### src/rtl/tank_scan_sequencer_if.sv
// Sensor bus and register-bank load port of the tank scan sequencer.
//   master : the sequencer (drives sns_req/sns_sel and ld_en/ld_data)
//   slave  : sensor front-end + register bank
// Signals:
//   sns_req  1  request to the shared sensor bus
//   sns_sel  2  channel being requested
//   sns_ack  1  sensor data valid
//   sns_data 8  sensor sample
//   ld_en    4  one-hot register load strobe
//   ld_data  8  data for the strobed register
interface tank_scan_sequencer_if;
    logic       sns_req;
    logic [1:0] sns_sel;
    logic       sns_ack;
    logic [7:0] sns_data;
    logic [3:0] ld_en;
    logic [7:0] ld_data;

    modport master (output sns_req, sns_sel, ld_en, ld_data,
                    input  sns_ack, sns_data);
    modport slave  (input  sns_req, sns_sel, ld_en, ld_data,
                    output sns_ack, sns_data);
endinterface

### src/rtl/tank_scan_sequencer.sv
// Round-robin sequencer that polls the shared sensor bus for channels 0..3
// (cleanliness, temperature, food storage, saltiness) and loads the matching
// 8-bit tank register. Unanswered requests are abandoned after TIMEOUT_CYC
// cycles and flagged in a sticky per-channel error vector.
//
// Optional feature: define TANK_ALARM_EN to compare each loaded sample
// against per-channel thresholds and drive the alarm flags; otherwise alarm
// is tied low and thr_lo/thr_hi are ignored.
//
// Ports:
//   CLK          clock, rising edge
//   reset        asynchronous active-low reset
//   enable       run continuous scans (sampled at scan start only)
//   bus          sensor req/ack bus + register load port (master side)
//   busy         high in any state other than IDLE
//   scan_done    1-cycle pulse after channel 3 is handled
//   timeout_err  sticky per-channel timeout flags
//   err_clr      clears timeout_err (a same-cycle set wins)
//   thr_lo/hi    per-channel thresholds, channel n at [8n+7:8n]
//   alarm        per-channel out-of-range flags
module tank_scan_sequencer #(
    parameter int TIMEOUT_CYC = 16,
    parameter int SCAN_GAP    = 100
) (
    input  logic                         CLK,
    input  logic                         reset,
    input  logic                         enable,
    tank_scan_sequencer_if.master        bus,
    output logic                         busy,
    output logic                         scan_done,
    output logic [3:0]                   timeout_err,
    input  logic                         err_clr,
    input  logic [31:0]                  thr_lo,
    input  logic [31:0]                  thr_hi,
    output logic [3:0]                   alarm
);

    localparam int TW = $clog2(TIMEOUT_CYC + 1);
    // A zero-length gap still needs a 1-bit counter to stay legal.
    localparam int GW = (SCAN_GAP > 0) ? $clog2(SCAN_GAP + 1) : 1;
    localparam logic [TW-1:0] TLAST = TW'(TIMEOUT_CYC - 1);
    localparam logic [GW-1:0] GLAST = GW'((SCAN_GAP > 0) ? SCAN_GAP - 1 : 0);

    typedef enum logic [2:0] {ST_IDLE, ST_REQ, ST_LOAD, ST_NEXT, ST_GAP} state_t;

    state_t        state_q;
    logic [1:0]    ch_q;
    logic [TW-1:0] tcnt_q;
    logic [GW-1:0] gcnt_q;
    logic          req_q;
    logic [3:0]    ld_en_q;
    logic [7:0]    ld_data_q;
    logic          busy_q;
    logic          done_q;
    logic [3:0]    terr_q;
    logic [3:0]    ch_oh_d;
    logic [1:0]    ch_inc_d;

    assign ch_oh_d  = 4'b0001 << ch_q;
    assign ch_inc_d = ch_q + 2'd1;

    always_ff @(posedge CLK or negedge reset) begin
        if (!reset) begin
            state_q   <= ST_IDLE;
            ch_q      <= '0;
            tcnt_q    <= '0;
            gcnt_q    <= '0;
            req_q     <= 1'b0;
            ld_en_q   <= '0;
            ld_data_q <= '0;
            busy_q    <= 1'b0;
            done_q    <= 1'b0;
            terr_q    <= '0;
        end else begin
            done_q  <= 1'b0;
            ld_en_q <= '0;
            // Bit sets below are later assignments, so they override the clear.
            if (err_clr) terr_q <= '0;
            case (state_q)
                ST_IDLE: begin
                    if (enable) begin
                        state_q <= ST_REQ;
                        ch_q    <= '0;
                        tcnt_q  <= '0;
                        req_q   <= 1'b1;
                        busy_q  <= 1'b1;
                    end
                end
                ST_REQ: begin
                    // Ack is checked first so it beats a coincident timeout.
                    if (bus.sns_ack) begin
                        ld_data_q <= bus.sns_data;
                        ld_en_q   <= ch_oh_d;
                        req_q     <= 1'b0;
                        tcnt_q    <= '0;
                        state_q   <= ST_LOAD;
                    end else if (tcnt_q == TLAST) begin
                        terr_q[ch_q] <= 1'b1;
                        req_q        <= 1'b0;
                        tcnt_q       <= '0;
                        done_q       <= (ch_q == 2'd3);
                        state_q      <= ST_NEXT;
                    end else begin
                        tcnt_q <= tcnt_q + 1'b1;
                    end
                end
                ST_LOAD: begin
                    // scan_done is raised on entry so it is visible during NEXT.
                    done_q  <= (ch_q == 2'd3);
                    state_q <= ST_NEXT;
                end
                ST_NEXT: begin
                    if (ch_q != 2'd3) begin
                        ch_q    <= ch_inc_d;
                        req_q   <= 1'b1;
                        state_q <= ST_REQ;
                    end else begin
                        ch_q    <= '0;
                        gcnt_q  <= '0;
                        state_q <= ST_GAP;
                    end
                end
                ST_GAP: begin
                    if (gcnt_q == GLAST) begin
                        gcnt_q <= '0;
                        if (enable) begin
                            req_q   <= 1'b1;
                            tcnt_q  <= '0;
                            state_q <= ST_REQ;
                        end else begin
                            busy_q  <= 1'b0;
                            state_q <= ST_IDLE;
                        end
                    end else begin
                        gcnt_q <= gcnt_q + 1'b1;
                    end
                end
                default: state_q <= ST_IDLE;
            endcase
        end
    end

`ifdef TANK_ALARM_EN
    logic [3:0] alarm_q;

    // Evaluated on the captured sample while it is being loaded; a timeout
    // never reaches LOAD, so it leaves the channel's flag untouched.
    always_ff @(posedge CLK or negedge reset) begin
        if (!reset) begin
            alarm_q <= '0;
        end else if (state_q == ST_LOAD) begin
            alarm_q[ch_q] <= (ld_data_q < thr_lo[8*ch_q +: 8]) ||
                             (ld_data_q > thr_hi[8*ch_q +: 8]);
        end
    end

    assign alarm = alarm_q;
`else
    logic unused_thr;
    assign unused_thr = ^{thr_lo, thr_hi};
    assign alarm      = 4'b0000;
`endif

    assign bus.sns_req  = req_q;
    assign bus.sns_sel  = ch_q;
    assign bus.ld_en    = ld_en_q;
    assign bus.ld_data  = ld_data_q;
    assign busy         = busy_q;
    assign scan_done    = done_q;
    assign timeout_err  = terr_q;

endmodule

### src/flat_wrapper.sv
// flat-port wrapper written by rule: the top's interface ports become plain ports
module tank_scan_sequencer_flat 
#(
    parameter int TIMEOUT_CYC = 16,
    parameter int SCAN_GAP    = 100
)
  (CLK, reset, enable, busy, scan_done, timeout_err, err_clr, thr_lo, thr_hi, alarm, bus_sns_req, bus_sns_sel, bus_ld_en, bus_ld_data, bus_sns_ack, bus_sns_data);
  tank_scan_sequencer_if bus_i ();
  input  logic CLK;
  input  logic reset;
  input  logic enable;
  output logic busy;
  output logic scan_done;
  output logic [3:0] timeout_err;
  input  logic err_clr;
  input  logic [31:0] thr_lo;
  input  logic [31:0] thr_hi;
  output logic [3:0] alarm;
  output wire logic [$bits(bus_i.sns_req)-1:0] bus_sns_req;
  output wire logic [$bits(bus_i.sns_sel)-1:0] bus_sns_sel;
  output wire logic [$bits(bus_i.ld_en)-1:0] bus_ld_en;
  output wire logic [$bits(bus_i.ld_data)-1:0] bus_ld_data;
  input wire logic [$bits(bus_i.sns_ack)-1:0] bus_sns_ack;
  input wire logic [$bits(bus_i.sns_data)-1:0] bus_sns_data;
  assign bus_sns_req = bus_i.sns_req;
  assign bus_sns_sel = bus_i.sns_sel;
  assign bus_ld_en = bus_i.ld_en;
  assign bus_ld_data = bus_i.ld_data;
  assign bus_i.sns_ack = bus_sns_ack;
  assign bus_i.sns_data = bus_sns_data;
  tank_scan_sequencer #(.TIMEOUT_CYC(TIMEOUT_CYC), .SCAN_GAP(SCAN_GAP)) u_core (.CLK(CLK), .reset(reset), .enable(enable), .bus(bus_i), .busy(busy), .scan_done(scan_done), .timeout_err(timeout_err), .err_clr(err_clr), .thr_lo(thr_lo), .thr_hi(thr_hi), .alarm(alarm));
endmodule
### config.mk
export PLATFORM = sky130hd
export DESIGN_NAME = tank_scan_sequencer_flat
export DESIGN_NICKNAME = d
export VERILOG_FILES = /design/src/rtl/tank_scan_sequencer_if.sv /design/src/rtl/tank_scan_sequencer.sv /design/src/flat_wrapper.sv
export SDC_FILE = /design/constraint.sdc
export NUM_CORES = 1
export LEC_CHECK = 0
export CAP_MARGIN = 30
export CORE_ASPECT_RATIO = 1.75
export CORE_MARGIN = 3
export CORE_UTILIZATION = 35
export CTS_CLUSTER_SIZE = 10
export DETAILED_ROUTE_END_ITERATION = 10
export PLACE_DENSITY = 0.82
export SLEW_MARGIN = 30
export SYNTH_ARGS = -nofsm -noshare
export SYNTH_HDL_FRONTEND = slang
export SYNTH_SLANG_ARGS = --single-unit
### constraint.sdc
create_clock -name CLK -period 2.3 [get_ports CLK]
set_clock_uncertainty 0.15 [all_clocks]
set_input_delay 0.46 -clock CLK [delete_from_list [all_inputs] [get_ports CLK]]
set_output_delay 0.46 -clock CLK [all_outputs]
set_load 0.02 [all_outputs]
==> summary.md, run 1 <==
| Metric | Value |
|---|---|
| Outcome | `finished, final reports clean` |
| Mean Syn Cell Area | `roughly 10 µm²` |
| Final hold violation count | `0` |
| Main synth FF type | `dfrtp_1` |
| Chip height | `98.71 µm` |
| Seq cells post-synth | `36` |
| CTS tree | `done` |
| Hold-fix buffers, CTS | `0` |
| Via count | `1,355` |
| Worst slew margin | `0.5724` |
| Req. time, crit path | `1.69 ns` |
| Pwr/cell area | `1221 mW/mm²` |
| Post-CTS Resized | `0` |
| Slowest stage delay, CP | `0.65 ns` |
| TritonCTS Buffers | `5` |
| R2R cell count | `4` |
| Row count | `33` |
| Port bufs | `33` |
| R2R setup slack | `0.38 ns` |
| Hold WC Path Type | `flip-flop to flip-flop` |
| Reg2reg end | `u_core.gcnt_q[4]$_DFFE_PN0P_` |
| Die ar. | `0.005822 mm²` |
| Largest family of logic cells by synthesized area | `simple AND/OR/NAND/NOR gates` |
| Post-synthesis mux area share | `0.05240` |
| Synth Area in Compound Gates | `0.1317` |
| Critical Path Start | `u_core.bus.sns_sel[1]$_DFFE_PN0P_` |
| Fraction of layout cells with a size suffix above 1 | `0.1100` |
| Kind of start point of the critical path | `flip-flop` |
| Post-CTS setup buffer count | `0` |
| Syn. warnings | `0` |
| Clock sinks | `36` |
| RR Startpoint | `u_core.state_q[0]$_DFFE_PN0P_` |
| Async set-reset flop share out of synthesis | `1.000` |
| Total GRT Usage | `0.1313` |
| GP Congestion | `0.8341` |
| Core area | `0.004707 mm²` |
| Setup violators final | `0` |
| Final max-slew violation count | `0` |
| Area of the mapped netlist | `roughly 0.0017 mm²` |
| Pin count of the biggest net entering global routing | `37` |
| Largest cells by area after synthesis | `dfrtp_1 (52%), mux2_2 (5.2%), ha_1 (4.4%)` |
| Slowest cell on crit path | `clkdlybuf4s50_1` |
| Commonest non-fill, non-tap cell in the layout | `dfrtp_1` |
| # IOs | `between 100 and 150` |
| Detailed Place HPWL | `2508 µm` |
| Maximum VDD drop | `0.7510 mV` |
| Commonest non-fill, non-tap cells in the layout | `dfrtp_1 (36), clkdlybuf4s50_1 (33), nand2_1 (17)` |
| H-tree levels | `2` |
| Nets | `291` |
| WL final | `between 3000 and 4000 µm` |
| Buf/Inv on CP | `1` |
| Mapped Cells | `169` |
| Vias in the first global route | `about 1,300` |
| Max-cap violations | `0` |
| Area Growth Syn to Fin | `31.80%` |
| N_diodes | `0` |
| Top cell type's share of synthesized area | `0.5240` |
| Vias per cell | `5.192` |
| Clk_lat worst skew | `0.29 ns` |
| Root buffer cell | `clkbuf_8` |
| Register area share after synthesis | `0.5240` |
| CP top delay family | `buffers and inverters` |
| Initial Utilization | `0.3652` |
| CTS max path bufs | `2` |
| Crit-path max FO | `6` |
| Total power | `2.766 mW` |
| Initial antenna violation count | `0` |
| Post-route ant nets | `0` |
| Adder-cell share of the synthesized area | `0.04367` |
| Routed WL per cell | `roughly 13 µm` |
| Crit path DAT | `1.38 ns` |
| Initial drt markers | `19` |
| Crit end category | `output pin` |
| End of the critical path | `bus_sns_sel[1]` |
| Xor and xnor area share after synthesis | `0.01019` |
| Chip width | `58.98 µm` |
| Final critical-path required period | `~2.0 ns` |
| WS Path Type | `flip-flop to output pin` |
| Unrepaired setup endpoints after global routing | `no` |
| FMAX | `~0.5 GHz` |
| Critical path depth | `1` |
| EDFF count, synth | `0` |
| GRT overflow | `0` |
| Cell taking the most area after synthesis | `dfrtp_1` |
| Synth Area in Simple Gates | `0.1769` |
| DRT Pass-1 Iters | `4` |
| First-pass GRT wire length | `around 6000 µm` |
| P_leak | `0.9711 nW` |
| Reg clk slew, reported paths | `roughly 0.07 ns` |
| Worst slew pin tran | `0.6385 ns` |
| Period utilization | `0.8663` |
| Setup_tns | `0 ns` |
| # DRC | `0` |
| Distinct cell type count after synthesis | `35` |
| Cell breakdown of the critical path | `clkdlybuf4s50_1` |
-- how the worst min path moves through the flow --
stage                                           start                                 to  slack [ns]  cells past startpoint
detailed placement     u_core.bus.sns_req$_DFFE_PN0P_     u_core.bus.sns_req$_DFFE_PN0P_        0.34                      1
finish                   u_core.tcnt_q[0]$_DFFE_PN0P_       u_core.tcnt_q[0]$_DFFE_PN0P_        0.35                      1
global placement         u_core.tcnt_q[0]$_DFFE_PN0P_       u_core.tcnt_q[0]$_DFFE_PN0P_        0.33                      1
floorplan                                       reset  u_core.bus.ld_data[0]$_DFFE_PN0P_        0.01                      0
global route        u_core.bus.ld_data[2]$_DFFE_PN0P_  u_core.bus.ld_data[2]$_DFFE_PN0P_        0.38                      1
CTS                      u_core.tcnt_q[0]$_DFFE_PN0P_       u_core.tcnt_q[0]$_DFFE_PN0P_        0.36                      1
-- layer usage --
| layer | wire (µm) | part of all wire | GRT usage |
|---|---|---|---|
| met5 | 0 | 0 | 0 |
| met4 | 61 | 0.018 | 0.04712 |
| met3 | 157 | 0.046 | 0.03408 |
| met2 | 1872 | 0.54 | 0.2334 |
| met1 | 1347 | 0.39 | 0.1449 |
-- logic make-up (layout without fill, tap and decap cells) --
| kind of cell | after synthesis | count (layout) |
|---|---|---|
| buf+inv | 21 | 58 |
| other cells | 1 | 4 |
| compound gates | 38 | 38 |
| mux | 8 | 8 |
| xor+xnor | 2 | 2 |
| flops | 36 | 36 |
| simple gates | 57 | 57 |
| fa+ha+maj | 6 | 6 |
-- Yosys cell counts, drive strengths merged (4+ instances only) --
library cell and n:
and2 4, ha 6, dfrtp 36, nand3 10, nor2 7, mux2 8, nand2 17, buf 9
a31oi 4, inv 12, a21oi 9, o21ai 14
-- stage by stage --
| stage | instance area (µm²) | std cells | setup slack, ns | hold WS, ns | utilization |
|---|---|---|---|---|---|
| 2_1_floorplan | 1730 | 172 | 0.5249 | 0.01441 | - |
| 3_3_place_gp | 2107 | 253 | 0.2463 | 0.3338 | 0.4476 |
| 3_5_place_dp | 2107 | 253 | 0.2095 | 0.3420 | 0.4476 |
| 4_1_cts | 2266 | 261 | 0.2900 | 0.3604 | 0.4814 |
| 5_1_grt | 2266 | 261 | 0.1992 | 0.3769 | 0.4814 |
| 6_report | 2266 | 261 | 0.3075 | 0.3527 | 0.4814 |
-- sequential cells by signal, indices dropped and copies added (netlist names) --
signal,count
u_core.bus.ld_en,4
u_core.bus.sns_sel,2
u_core.bus.ld_data,8
u_core.gcnt_q,7
u_core.scan_done,1
u_core.busy,1
u_core.tcnt_q,5
u_core.bus.sns_req,1
u_core.timeout_err,4
u_core.state_q,3
-- power by group --
part	leakage, nW	internal (mW)	switching [mW]
sequential	0.466	0.811	0.162
combinational	0.427	0.509	0.510
clock	0.0784	0.542	0.232
total	0.971	1.86	0.904
-- cell type report --
type | instances | area (µm²)
fill | 425 | 2441
sequential | 36 | 900.9
multi-input combinational | 115 | 728.2
timing repair buffer | 38 | 367.9
clock inverter | 3 | 90.09
clock buffer | 5 | 68.82
tap | 52 | 65.06
inverter | 12 | 45.04
No activity file was read; power rests on OpenSTA's default activity.
==> run 2: changes to the inputs <==
CAP_MARGIN = 15   (was 30)
CTS_BUF_LIST = sky130_fd_sc_hd__clkbuf_4   (was unset)
==> summary.md, run 2 (synthesis gave the netlist of run 1 again) <==
| Metric | Value |
|---|---|
| FMAX | `0.4877 GHz (was 0.5019 GHz)` |
| Clock sinks | `36 (unchanged)` |
| Pwr/cell area | `1188 mW/mm² (was 1221 mW/mm²)` |
| H-tree levels | `2 (unchanged)` |
| Clock power frac | `0.250 (was 0.280)` |
| Outcome | `finished, final reports clean (unchanged)` |
| Total GRT Usage | `0.1303 (was 0.1313)` |
| Worst slew pin tran | `0.6318 ns (was 0.6385 ns)` |
| Post-CTS setup buffer count | `0 (unchanged)` |
| Post-route ant nets | `0 (unchanged)` |
| Initial antenna violation count | `0 (unchanged)` |
| Maximum VDD drop | `0.9256 mV (was 0.7510 mV)` |
| DRT Pass-1 Iters | `3 (was 4)` |
| Slowest stage delay, CP | `0.65 ns (about the same)` |
| Req. time, crit path | `1.69 ns (about the same)` |
| Max-cap violations | `0 (unchanged)` |
| Initial Utilization | `0.3652 (unchanged)` |
| Register area | `900.9 µm² (unchanged)` |
| Vias per cell | `5.149 (was 5.192)` |
| Worst slew margin | `0.5769 (was 0.5724)` |
| Routed WL per cell | `13.11 µm (was 13.17 µm)` |
| Area occupied by multi-input gates | `728.2 µm² (unchanged)` |
| Combinational power share | `0.384 (was 0.368)` |
| Hold-fix buffers, CTS | `0 (unchanged)` |
| Slowest cell on crit path | `clkdlybuf4s50_1 (unchanged)` |
| Cell breakdown of the critical path | `clkdlybuf4s50_1 (unchanged)` |
| Port bufs | `33 (unchanged)` |
| WL final | `3423 µm (was 3438 µm)` |
| Final critical-path required period | `2.051 ns (was 1.992 ns)` |
| Sink of the worst hold path | `u_core.tcnt_q[0]$_DFFE_PN0P_ (unchanged)` |
| # IOs | `102 (unchanged)` |
| WS Path Type | `flip-flop to output pin (unchanged)` |
| Setup violators final | `0 (unchanged)` |
| Crit path DAT | `1.44 ns (was 1.38 ns)` |
| CTS max path bufs | `2 (unchanged)` |
| R2R setup slack | `0.38 ns (about the same)` |
| Sw Ratio | `0.3349 (was 0.3269)` |
| RR Startpoint | `u_core.state_q[0]$_DFFE_PN0P_ (unchanged)` |
| # DRC | `0 (unchanged)` |
| Area Growth Syn to Fin | `29.99% (was 31.80%)` |
| Die ar. | `0.005822 mm² (unchanged)` |
| Final hold violation count | `0 (unchanged)` |
| TritonCTS Buffers | `5 (unchanged)` |
| Row count | `33 (unchanged)` |
| Largest register FFs | `8 (unchanged)` |
| Root buffer cell | `clkbuf_4 (was clkbuf_8)` |
| Crit end category | `output pin (unchanged)` |
| Switching Power | `0.8893 mW (was 0.9044 mW)` |
| Final Non-Filler Cells | `261 (unchanged)` |
| Crit-path max FO | `6 (unchanged)` |
| Final max-slew violation count | `0 (unchanged)` |
| Nets | `291 (unchanged)` |
| Count of cells along the worst hold path | `1 (unchanged)` |
| Setup_tns | `0 ns (unchanged)` |
| Buf/Inv on CP | `1 (unchanged)` |
| P_leak | `0.9582 nW (was 0.9711 nW)` |
| Total power | `2.655 mW (was 2.766 mW)` |
| Detailed Place HPWL | `2508 µm (unchanged)` |
| Kind of start point of the critical path | `flip-flop (unchanged)` |
| Sequential power share | `0.366 (was 0.352)` |
| Vias in the first global route | `1,344 (was 1,339)` |
| Via count | `1,344 (was 1,355)` |
| Reg2reg end | `u_core.gcnt_q[4]$_DFFE_PN0P_ (unchanged)` |
| Core area | `0.004707 mm² (unchanged)` |
| N_diodes | `0 (unchanged)` |
| Post-CTS Resized | `0 (unchanged)` |
| Chip height | `98.71 µm (unchanged)` |
| First-pass GRT wire length | `5975 µm (was 6003 µm)` |
| Initial drt markers | `23 (was 19)` |
| CTS tree | `done (unchanged)` |
| CP top delay family | `buffers and inverters (unchanged)` |
| Commonest non-fill, non-tap cell in the layout | `dfrtp_1 (unchanged)` |
| R2R cell count | `4 (unchanged)` |
| Pin count of the biggest net entering global routing | `37 (unchanged)` |
| FILL cells | `435 (was 425)` |
| Cells after DPL | `253 (unchanged)` |
| Reg clk slew, reported paths | `0.11 ns (was 0.07 ns)` |
| Chip width | `58.98 µm (unchanged)` |
| GRT overflow | `0 (unchanged)` |
| Unrepaired setup endpoints after global routing | `no (unchanged)` |
| Min-delay src | `u_core.tcnt_q[0]$_DFFE_PN0P_ (unchanged)` |
| GP Congestion | `0.8341 (unchanged)` |
| Cell Int Power | `1.766 mW (was 1.862 mW)` |
| Period utilization | `0.8915 (was 0.8663)` |
| Clk_lat worst skew | `0.34 ns (was 0.29 ns)` |
| Fraction of layout cells with a size suffix above 1 | `0.1100 (unchanged)` |
| Layout Utilization | `0.4747 (was 0.4814)` |
| Hold WC Path Type | `flip-flop to flip-flop (unchanged)` |
| Commonest non-fill, non-tap cells in the layout | `dfrtp_1 (36), clkdlybuf4s50_1 (33), nand2_1 (17) (unchanged)` |
==> run 2: cell types whose count changed in the layout (fill, tap and decap cells not counted) <==
cell / before / now
clkbuf_4: 0 / 5
clkbuf_8: 5 / 0
==> run 2: layout make-up <==
class | instances | share of cell area
repair buffers | 38 | 0.1646
inverters | 12 | 0.02016
multi-input cells | 115 | 0.3259
clock buffers | 5 | 0.01680
clock inverters | 3 | 0.04031
flip-flops and latches | 36 | 0.4031
well taps | 52 | 0.02912
==> run 2: worst max path at each step <==
| stage | slack [ns] | startpoint | to | cells after the start |
|---|---|---|---|---|
| final | 0.25 | u_core.bus.sns_sel[1]$_DFFE_PN0P_ | bus_sns_sel[1] | 1 |
| after CTS | 0.22 | u_core.bus.sns_sel[1]$_DFFE_PN0P_ | bus_sns_sel[1] | 1 |
| after global routing | 0.15 | u_core.bus.sns_sel[0]$_DFFE_PN0P_ | bus_sns_sel[0] | 1 |
| after floorplan | 0.52 | u_core.state_q[2]$_DFFE_PN0P_ | u_core.bus.ld_data[1]$_DFFE_PN0P_ | 5 |
| after global placement | 0.25 | bus_sns_ack | u_core.bus.ld_data[7]$_DFFE_PN0P_ | 5 |
| after detailed placement | 0.21 | bus_sns_ack | u_core.bus.ld_data[1]$_DFFE_PN0P_ | 5 |
==> run 2: metrics by stage <==
stage	hold WS (ns)	setup WS, ns	instance area (µm²)
after floorplan	0.01441	0.5249	1730
after global placement	0.3338	0.2463	2107
after detailed placement	0.3420	0.2095	2107
after CTS	0.3665	0.2205	2235
after global routing	0.3853	0.1510	2235
final	0.3562	0.2495	2235
==> run 2: routing by layer <==
metal,vias to the layer above,global-route usage,share of wire
met5,-,0,0
li1,655,-,-
met4,0,0.04188,0.015
met3,5,0.03408,0.046
met1,659,0.1417,0.39
met2,25,0.2359,0.55
==> run 2: power by group through the flow <==
| stage | registers, mW | clock network (mW) | logic (mW) |
|---|---|---|---|
| finish | 0.972 | 0.663 | 1.02 |
| global route | 1.00 | 0.705 | 1.14 |
| CTS | 0.973 | 0.676 | 1.04 |
| detailed placement | 0.983 | 0 | 1.03 |
| global placement | 0.971 | 0 | 1.01 |
| floorplan | 1.07 | 0 | 0.535 |
==> run 3: changes to the inputs <==
SKIP_LAST_GASP = 1   (was unset)
==> results of run 3 <==
Same layout as run 2: the final DEF is identical, and so are final timing and power.
